===== config.mk =====
export PLATFORM = sky130hd
export DESIGN_NAME = cnt_seq
export DESIGN_NICKNAME = d
export VERILOG_FILES = /design/src/rtl/mc10k_pkg.sv /design/src/rtl/rr_arb2.sv /design/src/rtl/cnt_seq.sv
export SDC_FILE = /design/constraint.sdc
export NUM_CORES = 1
export LEC_CHECK = 0
export CAP_MARGIN = 20
export CORE_ASPECT_RATIO = 0.6
export CORE_MARGIN = 10
export CORE_UTILIZATION = 36
export DETAILED_ROUTE_END_ITERATION = 10
export MAX_ROUTING_LAYER = met4
export PLACE_DENSITY = 0.81
export SLEW_MARGIN = 30
export SYNTH_ARGS = -nofsm -noshare
export SYNTH_HDL_FRONTEND = slang
export SYNTH_HIERARCHICAL = 1
export SYNTH_SLANG_ARGS = --single-unit

===== constraint.sdc =====
create_clock -name clk -period 2.98 [get_ports clk]
set_input_delay 0.745 -clock clk [delete_from_list [all_inputs] [get_ports clk]]
set_output_delay 0.745 -clock clk [all_outputs]
set_load 0.01 [all_outputs]

===== src/rtl/mc10k_pkg.sv =====
// Shared types for the 10136-style counter chain: slice select encoding and
// sequencer states.
package mc10k_pkg;

   // Values match the {sel2,sel1} pins of the counter slices.
   typedef enum logic [1:0] {
      LOAD = 2'b00,
      DEC  = 2'b01,
      INC  = 2'b10,
      HOLD = 2'b11
   } tCounterMode;

   typedef enum logic [1:0] {
      ST_IDLE = 2'b00,
      ST_LOAD = 2'b01,
      ST_RUN  = 2'b10,
      ST_DONE = 2'b11
   } tSeqState;

endpackage


===== src/rtl/rr_arb2.sv =====
// Two-way round-robin arbiter. Bit 0 of req/gnt is requester A, bit 1 is B.
// The priority flips away from the most recent winner on advance.
module rr_arb2 (
   input  logic       clk,
   input  logic       nReset,
   input  logic [1:0] req,
   input  logic       advance,
   output logic [1:0] gnt
);

   logic prio_q, prio_d;   // 0: A preferred, 1: B preferred
   logic last_q, last_d;   // index of the most recent winner

   always_comb begin
      gnt    = req;
      last_d = last_q;
      prio_d = prio_q;
      if (req == 2'b11) begin
         gnt = prio_q ? 2'b10 : 2'b01;
      end
      if (gnt != 2'b00) begin
         last_d = gnt[1];
      end
      if (advance) begin
         prio_d = ~last_q;
      end
   end

   always_ff @(posedge clk or negedge nReset) begin
      if (!nReset) begin
         prio_q <= 1'b0;
         last_q <= 1'b0;
      end else begin
         prio_q <= prio_d;
         last_q <= last_d;
      end
   end

endmodule


===== src/rtl/cnt_seq.sv =====
// Sequencer for a cascaded 4-bit counter chain: grants the chain to A or B,
// loads the start value, steps to terminal count and signals completion.
module cnt_seq
   import mc10k_pkg::*;
#(
   parameter  int unsigned NSLICES = 3,
   localparam int unsigned W       = 4 * NSLICES
) (
   input  logic         clk,
   input  logic         nReset,
   input  logic         reqA,
   input  logic         reqB,
   input  logic [W-1:0] valA,
   input  logic [W-1:0] valB,
   input  logic         upA,
   input  logic         upB,
   output logic         gntA,
   output logic         gntB,
   output logic         doneA,
   output logic         doneB,
   input  logic         stall,
   input  logic         abort,
   output logic         busy,
   output logic         sel2,
   output logic         sel1,
   output logic         nCryIn,
   output logic [W-1:0] d,
   input  logic [W-1:0] q,
   input  logic         nCryOut,
   output logic         chainErr
);

   tSeqState     state_q, state_d;
   logic         owner_q, owner_d;   // 0: A, 1: B
   logic [W-1:0] val_q, val_d;
   logic         up_q, up_d;
   logic [1:0]   done_q, done_d;
   logic         busy_q, busy_d;
   logic         err_q, err_d;

   tCounterMode  mode;
   logic         ncry_in;
   logic         advance;
   logic         terminal;
   logic [1:0]   req_idle;
   logic [1:0]   gnt;

   assign req_idle = {reqB, reqA} & {2{state_q == ST_IDLE}};

   rr_arb2 u_arb (
      .clk     (clk),
      .nReset  (nReset),
      .req     (req_idle),
      .advance (advance),
      .gnt     (gnt)
   );

   // Select lines depend on q in the same cycle so the chain never steps
   // past its terminal value; nCryOut is only ever used for the sticky check.
   always_comb begin
      state_d  = state_q;
      owner_d  = owner_q;
      val_d    = val_q;
      up_d     = up_q;
      mode     = HOLD;
      ncry_in  = 1'b1;
      advance  = 1'b0;
      terminal = up_q ? (&q) : (q == '0);

      unique case (state_q)
         ST_IDLE: begin
            if (gnt != 2'b00) begin
               owner_d = gnt[1];
               val_d   = gnt[1] ? valB : valA;
               up_d    = gnt[1] ? upB  : upA;
               state_d = ST_LOAD;
            end
         end
         ST_LOAD: begin
            mode    = LOAD;
            state_d = ST_RUN;
         end
         ST_RUN: begin
            if (abort) begin
               state_d = ST_IDLE;
            end else if (stall) begin
               state_d = ST_RUN;
            end else if (terminal) begin
               state_d = ST_DONE;
            end else begin
               mode    = up_q ? INC : DEC;
               ncry_in = 1'b0;
            end
         end
         ST_DONE: begin
            advance = 1'b1;
            state_d = ST_IDLE;
         end
         default: state_d = ST_IDLE;
      endcase

      done_d = '0;
      if ((state_q == ST_RUN) && (state_d == ST_DONE)) begin
         done_d[owner_q] = 1'b1;
      end
      busy_d = (state_d != ST_IDLE);
      err_d  = err_q
             | ((state_q == ST_LOAD) && nCryOut)
             | ((state_q == ST_RUN) && !ncry_in && !nCryOut);
   end

   always_ff @(posedge clk or negedge nReset) begin
      if (!nReset) begin
         state_q <= ST_IDLE;
         owner_q <= 1'b0;
         val_q   <= '0;
         up_q    <= 1'b0;
         done_q  <= '0;
         busy_q  <= 1'b0;
         err_q   <= 1'b0;
      end else begin
         state_q <= state_d;
         owner_q <= owner_d;
         val_q   <= val_d;
         up_q    <= up_d;
         done_q  <= done_d;
         busy_q  <= busy_d;
         err_q   <= err_d;
      end
   end

   assign gntA     = gnt[0];
   assign gntB     = gnt[1];
   assign doneA    = done_q[0];
   assign doneB    = done_q[1];
   assign busy     = busy_q;
   assign sel2     = mode[1];
   assign sel1     = mode[0];
   assign nCryIn   = ncry_in;
   assign d        = val_q;
   assign chainErr = err_q;

endmodule


==> metrics.txt <==
WL final=around 3400 um; CP Launch Point=q[0]; Routability Congestion=0.863; R2R Path Start=state_q[0]$_DFF_PN0_; CTS tree=yes; synthesized cell area=around 0.0011 mm2; setup tns final=0 ns; Layout area overhead=75.6%; Finish-stage setup viols=0; LEAKAGE=0.815 nW; Power Density=788 mW/mm2; Die X=approximately 90 um; first-pass GRT wire length=approximately 5800 um; Critical Path RT=2.24 ns; grt ovf=0; layout cells sized above 1=13.4%; Bufs on Longest Clock Path=2; Final Net Count=225; crit path max fanout=3; skew final=0.00258 ns; Yosys Warn Count=6; maximum clock frequency=about 340 MHz; Hold Path Origin=owner_q$_DFFE_PN0P_; ANT cells=0; CP endpoint kind=primary output; DPL Wire Length=2830 um; worst skew pair latency=0.25 ns; CP Launch Type=input pin; total clock buffers created by CTS=3; RSZ-0062 raised after global routing=false; Total GRT Usage=around 13%; Min-Delay Path Class=register to register; CTS Root Cell=clkbuf_8; Filler cells=246; initial antenna violation count=0; #FFs+latches synth=22; worst hold slack=0.435 ns; Max-slew headroom=60.9%; Mapped Cells=107; largest net degree at the start of global routing=29; vias per std cell=4.71; Avg Inst Size Synth=9.96 um2; Starting Density=37.4%; post-synthesis sequential area ratio=between 50% and 60%; Max Slew Vio Count=0; Clock Sink Count=22; floorplan row count=15; commonest non-fill, non-tap cell in the layout=clkdlybuf4s50_1; most frequent cells in the layout=49 x clkdlybuf4s50_1, 22 x dfrtp_1, 17 x nand2_1; vias in the first global route=1129; distinct cell type count after synthesis=26; worst-margin pin slew=0.585 ns; Die Y-Extent=between 60 and 70 um; core area=0.00285 mm2; Setup CP Type=input pin to primary output; H-tree lvl count=1; I/O pins=between 60 and 70; drt drc=0; Final Hold Viols=0; register-to-register setup slack=0.88 ns; non-filler cells, final=221; drt wl/cell=about 15 um; initial drt markers=22; Worst IR Drop VDD=0.364 mV; Die Area=0.00561 mm2; Inst Count DP=216; Max Cap Violations=0; clock slew at reported path FFs=0.07 ns; fin crit share=98.8%; Post-Syn Nets=152; status=completed; buffers added on ports=65; Tmin final=2.94 ns; antenna violation net count after detailed routing=0; Via Count=between 1000 and 1500; First-pass DRT Iterations=4; Worst Path Arrival=2.20 ns
## per-stage QoR
step / util [%] / area, um2 / power, mW / setup WS, ns
2_1_floorplan: - / 1070 / 0.881 / 0.371
3_5_place_dp: 63.3 / 1810 / 1.28 / -0.649
3_3_place_gp: 63.3 / 1810 / 1.26 / -0.592
6_report: 65.6 / 1870 / 1.48 / 0.0351
4_1_cts: 65.0 / 1850 / 1.48 / 0.00243
5_1_grt: 65.6 / 1870 / 1.61 / 0.00228
## sequential cells by signal, summed over array words and instances (netlist names)
name / cells
busy: 1
chainErr: 1
d: 12
done_q: 2
owner_q: 1
state_q: 2
u_arb/last_q: 1
u_arb/prio_q: 1
up_q: 1
## area by class of cell
type | instances | area, um2 | share of cell area [%]
Sequential cell | 22 | 551 | 29.4
Inverter | 4 | 15.0 | 0.802
Multi-Input combinational cell | 77 | 513 | 27.4
Timing Repair Buffer | 72 | 686 | 36.6
Clock buffer | 4 | 55.1 | 2.94
Tap cell | 42 | 52.6 | 2.81
## worst paths after layout
check,endpoint,cells past startpoint
max,nCryIn,5
min,done_q[0]$_DFF_PN0_,1
max reg2reg,d[5]$_DFFE_PN0P_,6
min reg2reg,done_q[0]$_DFF_PN0_,1
max in group asynchronous,d[6]$_DFFE_PN0P_,2
min in group asynchronous,busy$_DFF_PN0_,2
## cells by family (layout without fill, tap and decap cells)
| logic type | Yosys count | after routing | synth area share (%) |
|---|---|---|---|
| buffers and inverters | 8 | 80 | 2.82 |
| and+or+nand+nor | 40 | 40 | 20.0 |
| muxes | 13 | 13 | 12.2 |
| AOI/OAI and AO/OA | 24 | 24 | 13.4 |
| DFF | 22 | 22 | 51.6 |
## cell usage after synthesis
cell	count	area (um2)
or4_1	1	7.51
nand4_1	3	18.8
inv_1	4	15.0
and2_1	4	25.0
o21ai_1	2	10.0
or3b_1	1	8.76
o311ai_0	1	8.76
clkbuf_1	3	11.3
buf_1	1	3.75
or4_4	2	22.5
nor2_2	1	6.26
o311a_1	1	10.0
nand2_1	17	63.8
or3_1	1	6.26
nor4b_1	1	8.76
a21oi_1	3	15.0
nor4_1	2	12.5
and2b_2	1	8.76
a21boi_2	1	11.3
dfrtp_1	22	551
nand3_1	1	5.00
a21o_1	2	15.0
mux2i_1	13	130
o21ai_0	13	65.1
a21boi_1	1	7.51
nor2_1	5	18.8
## power by group
part	switching, mW	internal, mW
Sequential	0.0800	0.429
Combinational	0.371	0.390
Clock	0.0883	0.117
Total	0.539	0.936
## timing repair
action                                  4_1_cts  5_1_grt
pin swaps                                     3        4
resized for setup                            26        6
hold buffers                                  0        0
endpoints found under the setup margin        3        3
setup buffers                                 0        1
## layer usage
| layer | up-vias | routed length, um | global-route usage [%] |
|---|---|---|---|
| met4 | 0 | 31 | 2.77 |
| met3 | 2 | 91 | 2.28 |
| met1 | 480 | 1620 | 15.9 |
| li1 | 524 | - | - |
| met5 | - | 0 | - |
| met2 | 34 | 1670 | 20.9 |
## worst max-delay path, stage by stage
cell and delay [ns]:
dlygate4sd2_1 0.25, or4_4 0.52, o311a_1 0.37, and2b_2 0.22, buf_6 0.09
Power figures use the tool's default switching activity.
